===== src/rtl/tennis_pkg.sv =====
// Shared types and constants for the tennis rally logic.
package tennis_pkg;

   typedef enum logic [1:0] {
      IDLE,
      SERVE,
      MOVE,
      POINT
   } state_t;

   // Ball direction: 1 travels toward player one (MSB end), 0 toward player two.
   localparam logic DIR_TO_ONE = 1'b1;
   localparam logic DIR_TO_TWO = 1'b0;

   localparam logic PLAYER_ONE = 1'b0;
   localparam logic PLAYER_TWO = 1'b1;

   localparam int unsigned RALLY_W = 8;

endpackage


===== src/rtl/step_timer.sv =====
// Variable-period tick generator: counts while enabled and pulses tick on the
// last cycle of each period. clear has priority and suppresses the tick.
module step_timer #(
   parameter int unsigned PW = 8
) (
   input  logic          clk,
   input  logic          rst_n,
   input  logic          en,
   input  logic          clear,
   input  logic [PW-1:0] period,
   output logic          tick
);

   logic [PW-1:0] cnt_q, cnt_d;

   // Tick decode and next count value.
   always_comb begin
      tick  = en && !clear && (cnt_q >= period - PW'(1));
      cnt_d = cnt_q;
      if (clear || tick) begin
         cnt_d = '0;
      end else if (en) begin
         cnt_d = cnt_q + PW'(1);
      end
   end

   // Count register.
   always_ff @(posedge clk or negedge rst_n) begin
      if (!rst_n) cnt_q <= '0;
      else        cnt_q <= cnt_d;
   end

endmodule


===== src/rtl/rally_engine.sv =====
// Two-player rally engine: serve, ball travel, hit windows, speed-up on
// return, miss detection, point pulses and serve alternation.
// Optional build macro EARLY_SWING_FAULT_EN: a press by the receiving player
// outside the hit window awards the point to the opponent.
module rally_engine
   import tennis_pkg::*;
#(
   parameter int unsigned COURT_W      = 16,
   parameter int unsigned HIT_WIN      = 3,
   parameter int unsigned BASE_PERIOD  = 25000000,
   parameter int unsigned MIN_PERIOD   = 5000000,
   parameter int unsigned SPEEDUP_STEP = 2000000,
   parameter int unsigned POINT_HOLD   = 50000000
) (
   input  logic               clk,
   input  logic               rst,
   input  logic               start,
   input  logic               hit_one,
   input  logic               hit_two,
   output logic [COURT_W-1:0] pos,
   output logic               hittable_one,
   output logic               hittable_two,
   output logic               point_one,
   output logic               point_two,
   output logic [RALLY_W-1:0] rally_cnt,
   output logic               busy
);

   localparam int unsigned IW = $clog2(COURT_W);
   localparam int unsigned PW = $clog2(BASE_PERIOD + 1);
   localparam int unsigned HW = $clog2(POINT_HOLD + 1);
   localparam logic [IW-1:0] IDX_ONE = IW'(COURT_W - 1);
   localparam logic [IW-1:0] IDX_TWO = '0;

   state_t             state_q, state_d;
   logic [IW-1:0]      idx_q, idx_d;
   logic               dir_q, dir_d;
   logic               server_q, server_d;
   logic [PW-1:0]      period_q, period_d;
   logic [RALLY_W-1:0] rally_q, rally_d;
   logic [HW-1:0]      hold_q, hold_d;
   logic               point_one_q, point_one_d;
   logic               point_two_q, point_two_d;

   logic in_move, ret, fault, tick, at_end, timer_clear;

   // Hit windows and press classification, from registered state only.
   always_comb begin
      in_move = (state_q == MOVE);
      hittable_one = ((state_q == SERVE) && (server_q == PLAYER_ONE)) ||
                     (in_move && (dir_q == DIR_TO_ONE) && (idx_q >= IW'(COURT_W - HIT_WIN)));
      hittable_two = ((state_q == SERVE) && (server_q == PLAYER_TWO)) ||
                     (in_move && (dir_q == DIR_TO_TWO) && (idx_q <= IW'(HIT_WIN - 1)));
      ret    = in_move && ((hit_one && hittable_one) || (hit_two && hittable_two));
      at_end = (dir_q == DIR_TO_ONE) ? (idx_q == IDX_ONE) : (idx_q == IDX_TWO);
`ifdef EARLY_SWING_FAULT_EN
      fault  = in_move && (((dir_q == DIR_TO_ONE) && hit_one && !hittable_one) ||
                           ((dir_q == DIR_TO_TWO) && hit_two && !hittable_two));
`else
      fault  = 1'b0;
`endif
      timer_clear = !in_move || ret;
   end

   step_timer #(.PW(PW)) u_step_timer (
      .clk    (clk),
      .rst_n  (rst),
      .en     (in_move),
      .clear  (timer_clear),
      .period (period_q),
      .tick   (tick)
   );

   // Rally state machine: next state and register updates.
   always_comb begin
      state_d     = state_q;
      idx_d       = idx_q;
      dir_d       = dir_q;
      server_d    = server_q;
      period_d    = period_q;
      rally_d     = rally_q;
      hold_d      = hold_q;
      point_one_d = 1'b0;
      point_two_d = 1'b0;
      case (state_q)
         IDLE: begin
            if (start) begin
               state_d = SERVE;
               idx_d   = (server_q == PLAYER_ONE) ? IDX_ONE : IDX_TWO;
            end
         end
         SERVE: begin
            if ((server_q == PLAYER_ONE) ? hit_one : hit_two) begin
               state_d  = MOVE;
               dir_d    = (server_q == PLAYER_ONE) ? DIR_TO_TWO : DIR_TO_ONE;
               period_d = PW'(BASE_PERIOD);
               rally_d  = '0;
            end
         end
         MOVE: begin
            // The timer suppresses its tick on a return, so a return always
            // beats a same-cycle move or miss.
            if (ret) begin
               dir_d = ~dir_q;
               if (32'(period_q) >= MIN_PERIOD + SPEEDUP_STEP)
                  period_d = period_q - PW'(SPEEDUP_STEP);
               else
                  period_d = PW'(MIN_PERIOD);
               if (rally_q != '1) rally_d = rally_q + RALLY_W'(1);
            end else if ((tick && at_end) || fault) begin
               state_d = POINT;
               hold_d  = '0;
               if (dir_q == DIR_TO_TWO) point_one_d = 1'b1;
               else                     point_two_d = 1'b1;
            end else if (tick) begin
               idx_d = (dir_q == DIR_TO_ONE) ? idx_q + IW'(1) : idx_q - IW'(1);
            end
         end
         POINT: begin
            if (hold_q == HW'(POINT_HOLD - 1)) begin
               state_d  = SERVE;
               server_d = ~server_q;
               idx_d    = (server_q == PLAYER_ONE) ? IDX_TWO : IDX_ONE;
            end else begin
               hold_d = hold_q + HW'(1);
            end
         end
         default: state_d = IDLE;
      endcase
   end

   // State and datapath registers.
   always_ff @(posedge clk or negedge rst) begin
      if (!rst) begin
         state_q     <= IDLE;
         idx_q       <= IDX_ONE;
         dir_q       <= DIR_TO_TWO;
         server_q    <= PLAYER_ONE;
         period_q    <= PW'(BASE_PERIOD);
         rally_q     <= '0;
         hold_q      <= '0;
         point_one_q <= 1'b0;
         point_two_q <= 1'b0;
      end else begin
         state_q     <= state_d;
         idx_q       <= idx_d;
         dir_q       <= dir_d;
         server_q    <= server_d;
         period_q    <= period_d;
         rally_q     <= rally_d;
         hold_q      <= hold_d;
         point_one_q <= point_one_d;
         point_two_q <= point_two_d;
      end
   end

   // One-hot position and status outputs.
   always_comb begin
      pos        = '0;
      pos[idx_q] = 1'b1;
      point_one  = point_one_q;
      point_two  = point_two_q;
      rally_cnt  = rally_q;
      busy       = (state_q != IDLE);
   end

endmodule


===== config.mk =====
export PLATFORM = sky130hd
export DESIGN_NAME = rally_engine
export DESIGN_NICKNAME = d
export VERILOG_FILES = /design/src/rtl/tennis_pkg.sv /design/src/rtl/step_timer.sv /design/src/rtl/rally_engine.sv
export SDC_FILE = /design/constraint.sdc
export NUM_CORES = 1
export LEC_CHECK = 0
export CORE_ASPECT_RATIO = 1.2
export CORE_MARGIN = 8
export CORE_UTILIZATION = 55
export DETAILED_ROUTE_END_ITERATION = 7
export PLACE_DENSITY_LB_ADDON = 0.08
export SETUP_SLACK_MARGIN = 0.4
export SLEW_MARGIN = 20
export SYNTH_ARGS = -nofsm -noshare
export SYNTH_HDL_FRONTEND = slang
export SYNTH_SLANG_ARGS = --single-unit

===== constraint.sdc =====
create_clock -name clk -period 4.45 [get_ports clk]
set_input_delay 0.6675 -clock clk [delete_from_list [all_inputs] [get_ports clk]]
set_output_delay 0.6675 -clock clk [all_outputs]
set_load 0.1 [all_outputs]

==> flow_metrics.env <==
export IMPL_status="completed"
export IMPL_cts_tree="built"
export IMPL_crit_start="period_q[7]"
export IMPL_timing_final_crit_share_pct=90.4
export IMPL_clk_path_buf_depth=2
export IMPL_clk_pin_slew_ps=60
export IMPL_netlist_area_um2=5840
export IMPL_first_global_vias=5059
export IMPL_clock_skew_ps=7.05
export IMPL_synth_cell_types=59
export IMPL_cp_required_ps=4730
export IMPL_met3_length_um=387
export IMPL_start_util_pct=56.0
export IMPL_fin_crit_ps=4020
export IMPL_ys_seq_elements=88
export IMPL_synth_top_family_by_area="simple AND/OR/NAND/NOR gates"
export IMPL_core_um2=10400
export IMPL_final_common_cell="nor2_1"
export IMPL_hold_violations=0
export IMPL_synthAdderAreaFrac_pct=7.85
export IMPL_crit_fanout=5
export IMPL_rows=41
export IMPL_netlist_instances=668
export IMPL_gr_total_overflow=0
export IMPL_cts_root_buf="clkbuf_16"
export IMPL_drc=0
export IMPL_met1_length_um=6240
export IMPL_fillers=846
export IMPL_finalSetupTns_ps=0
export IMPL_grt_max_degree=56
export IMPL_pre_cts_ws_ps=6.13
export IMPL_grt_use_total_pct=20.8
export IMPL_cts_max_level=3
export IMPL_synthXorXnorAreaFrac_pct=8.25
export IMPL_p_leak_nw=2.86
export IMPL_clock_fmax_mhz=249
export IMPL_synth_async_reset_ratio_pct=100
export IMPL_io_pins=34
export IMPL_synth_main_ff_cell="dfrtp_1"
export IMPL_firstDrtPassIters=4
export IMPL_worstReg2RegStart="period_q[7]"
export IMPL_ant_nets=0
export IMPL_slew_headroom_pct=25.7
export IMPL_p_total_mw=4.15
export IMPL_p_per_area_nw_per_um2=594
export IMPL_syn_nets=709
export IMPL_die_w_um=110
export IMPL_numPortBuffers=33
export IMPL_seqCellArea_um2=2220
export IMPL_worst_slew_pin_slew_ps=1120
export IMPL_synthSimpleGateAreaFrac_pct=27.5
export IMPL_syn_area_per_cell_um2=8.74
export IMPL_setup_viol=0
export IMPL_yosysSeqAreaShare_pct=38.1
export IMPL_crit_path_cell_trace="inv_2 > ha_4 > and3_4 > nand2_4 > nor4_4 > nand3_1 > xor2_1 > ha_1 > nand4_1 > or4_4 > a2111o_1 > nand4_4 > a32oi_4 > or4_4 > a21oi_2"
export IMPL_cp_start_kind="flop"
export IMPL_crit_path_end_kind="flop"
export IMPL_wirelength_um=14500
export IMPL_rsz0062_at_grt="true"
export IMPL_cts_sinks=88
export IMPL_vias=5171
export IMPL_endpoint="hold_q[22]"
export IMPL_dp_hpwl_um=9760
export IMPL_areaGrowthSynthToFinish_pct=19.8
export IMPL_wl_per_cell_um=17.1
export IMPL_hold_path_class="in -> async"
export IMPL_clk_latency_ps=350
export IMPL_final_area_um2=6990
export IMPL_drtIter0Drc=203
export IMPL_wl_met2_um=7570
export IMPL_vdd_ir_drop_max_mv=0.327
export IMPL_routabilityCongestion=0.820
export IMPL_muxShareOfSynthArea_pct=1.52
export IMPL_final_nets=754
export IMPL_drv_cap=0
export IMPL_cpPeakStageDelay_ps=580
export IMPL_cts_made_buffers=9
export IMPL_reg2reg_to="hold_q[22]"
export IMPL_fin_util_pct=67.1
export IMPL_synth_edf_count=0
export IMPL_worst_setup_path_type="reg -> reg"
export IMPL_cp_slowest_cell="or4_4"
export IMPL_multi_input_area_um2=3630
export IMPL_highest_layer="met4"
export IMPL_ys_warn_count=0
export IMPL_critPathMostFrequentCell="or4_4"
export IMPL_antenna_found_initial=0
export IMPL_cts_hold_buffers=0
export IMPL_r2r_worst_path_cells=15
export IMPL_fin_ws_ps=429
export IMPL_grt_pass1_wl_um=23800
export IMPL_slew_viol_final=0
export IMPL_final_cell_mix="74 x nor2_1, 72 x dfrtp_1, 68 x nand2_1"
export IMPL_rrSetupSlack_ps=430
export IMPL_antenna_cells=0
export IMPL_drive_gt1_share_pct=14.6
export IMPL_synth_compound_area_share_pct=13.4
export IMPL_dpl_instance_area_um2=6320
export IMPL_worstPathArrival_ps=4300
export IMPL_die_h_um=129
export IMPL_routed_via_density=6.11
export IMPL_dieArea_um2=14200
[where the power goes]
| group | leakage [nW] | internal (mW) | total (mW) | switching [mW] |
|---|---|---|---|---|
| Combinational | 1.54 | 0.693 | 2.06 | 1.36 |
| Sequential | 1.15 | 0.978 | 1.22 | 0.237 |
| Clock | 0.170 | 0.564 | 0.882 | 0.318 |
[worst max-delay path, delay by kind of cell, from the launching register on]
kind | cells | cell delay (ps)
and+or+nand+nor | 8 | 2120
AOI/OAI and AO/OA | 3 | 740
adders and majority gates | 2 | 440
DFF | 1 | 390
xor gates and xnor gates | 1 | 160
buffers and inverters | 1 | 80
[Yosys cell counts, types with 7 or more instances]
master / number / area [um^2]
a21oi_1: 36 / 180
and3_1: 12 / 75.1
and4_1: 7 / 61.3
clkbuf_1: 29 / 109
dfrtp_1: 72 / 1800
dfstp_2: 16 / 420
ha_1: 35 / 438
inv_1: 20 / 75.1
mux2_2: 7 / 78.8
nand2_1: 69 / 259
nand2b_1: 10 / 62.6
nand3_1: 38 / 190
nand4_1: 22 / 138
nor2_1: 75 / 282
nor3_1: 12 / 60.1
nor4_1: 9 / 56.3
o21ai_0: 29 / 145
o31ai_1: 10 / 75.1
or3_1: 7 / 43.8
or4_1: 19 / 143
xnor2_1: 25 / 219
xor2_1: 30 / 263
[worst min path at each step]
stage / cells past startpoint / end / from
after floorplan: 0 / dir_q / rst
after global placement: 1 / u_step_timer.cnt_q[0] / u_step_timer.cnt_q[0]
after detailed placement: 1 / u_step_timer.cnt_q[0] / u_step_timer.cnt_q[0]
after CTS: 1 / u_step_timer.cnt_q[14] / rst
after global routing: 1 / u_step_timer.cnt_q[3] / rst
final: 1 / u_step_timer.cnt_q[4] / rst
[logic make-up after synthesis]
family          after synthesis
simple gates                310
compound gates              120
flops                        88
xor+xnor                     55
buf+inv                      51
fa+ha+maj                    36
mux                           8
[cell type report]
type,count,area share (%)
clock inverter,5,1.49
timing repair buffer,62,7.95
sequential,88,31.8
inverter,20,1.07
tap,129,2.31
multi-input combinational,532,51.9
clock buffer,11,3.47
[repair_timing]
action | CTS | global route
setup buffers | 2 | 14
resized for setup | 9 | 24
gates cloned | 3 | 0
setup endpoints to repair | 27 | 56
pin swaps | 9 | 23
[state kept, by name (all words and copies together) (netlist names)]
signal / flops
hold_q: 26
u_step_timer.cnt_q: 25
period_q: 19
rally_cnt: 8
idx_q: 4
state_q: 2
dir_q: 1
point_one: 1
point_two: 1
server_q: 1
[stage by stage]
stage,hold slack [ps],cells
3_5_place_dp,482,812
2_1_floorplan,372,668
5_1_grt,446,847
6_report,375,847
4_1_cts,399,833
3_3_place_gp,472,812
[per-layer routing]
metal / vias to the layer above / track usage [%]
met5: - / 0
met4: 0 / 9.71
met3: 30 / 2.70
met2: 82 / 36.4
met1: 2544 / 24.2
li1: 2515 / -
(Power assumes the default switching activity.)
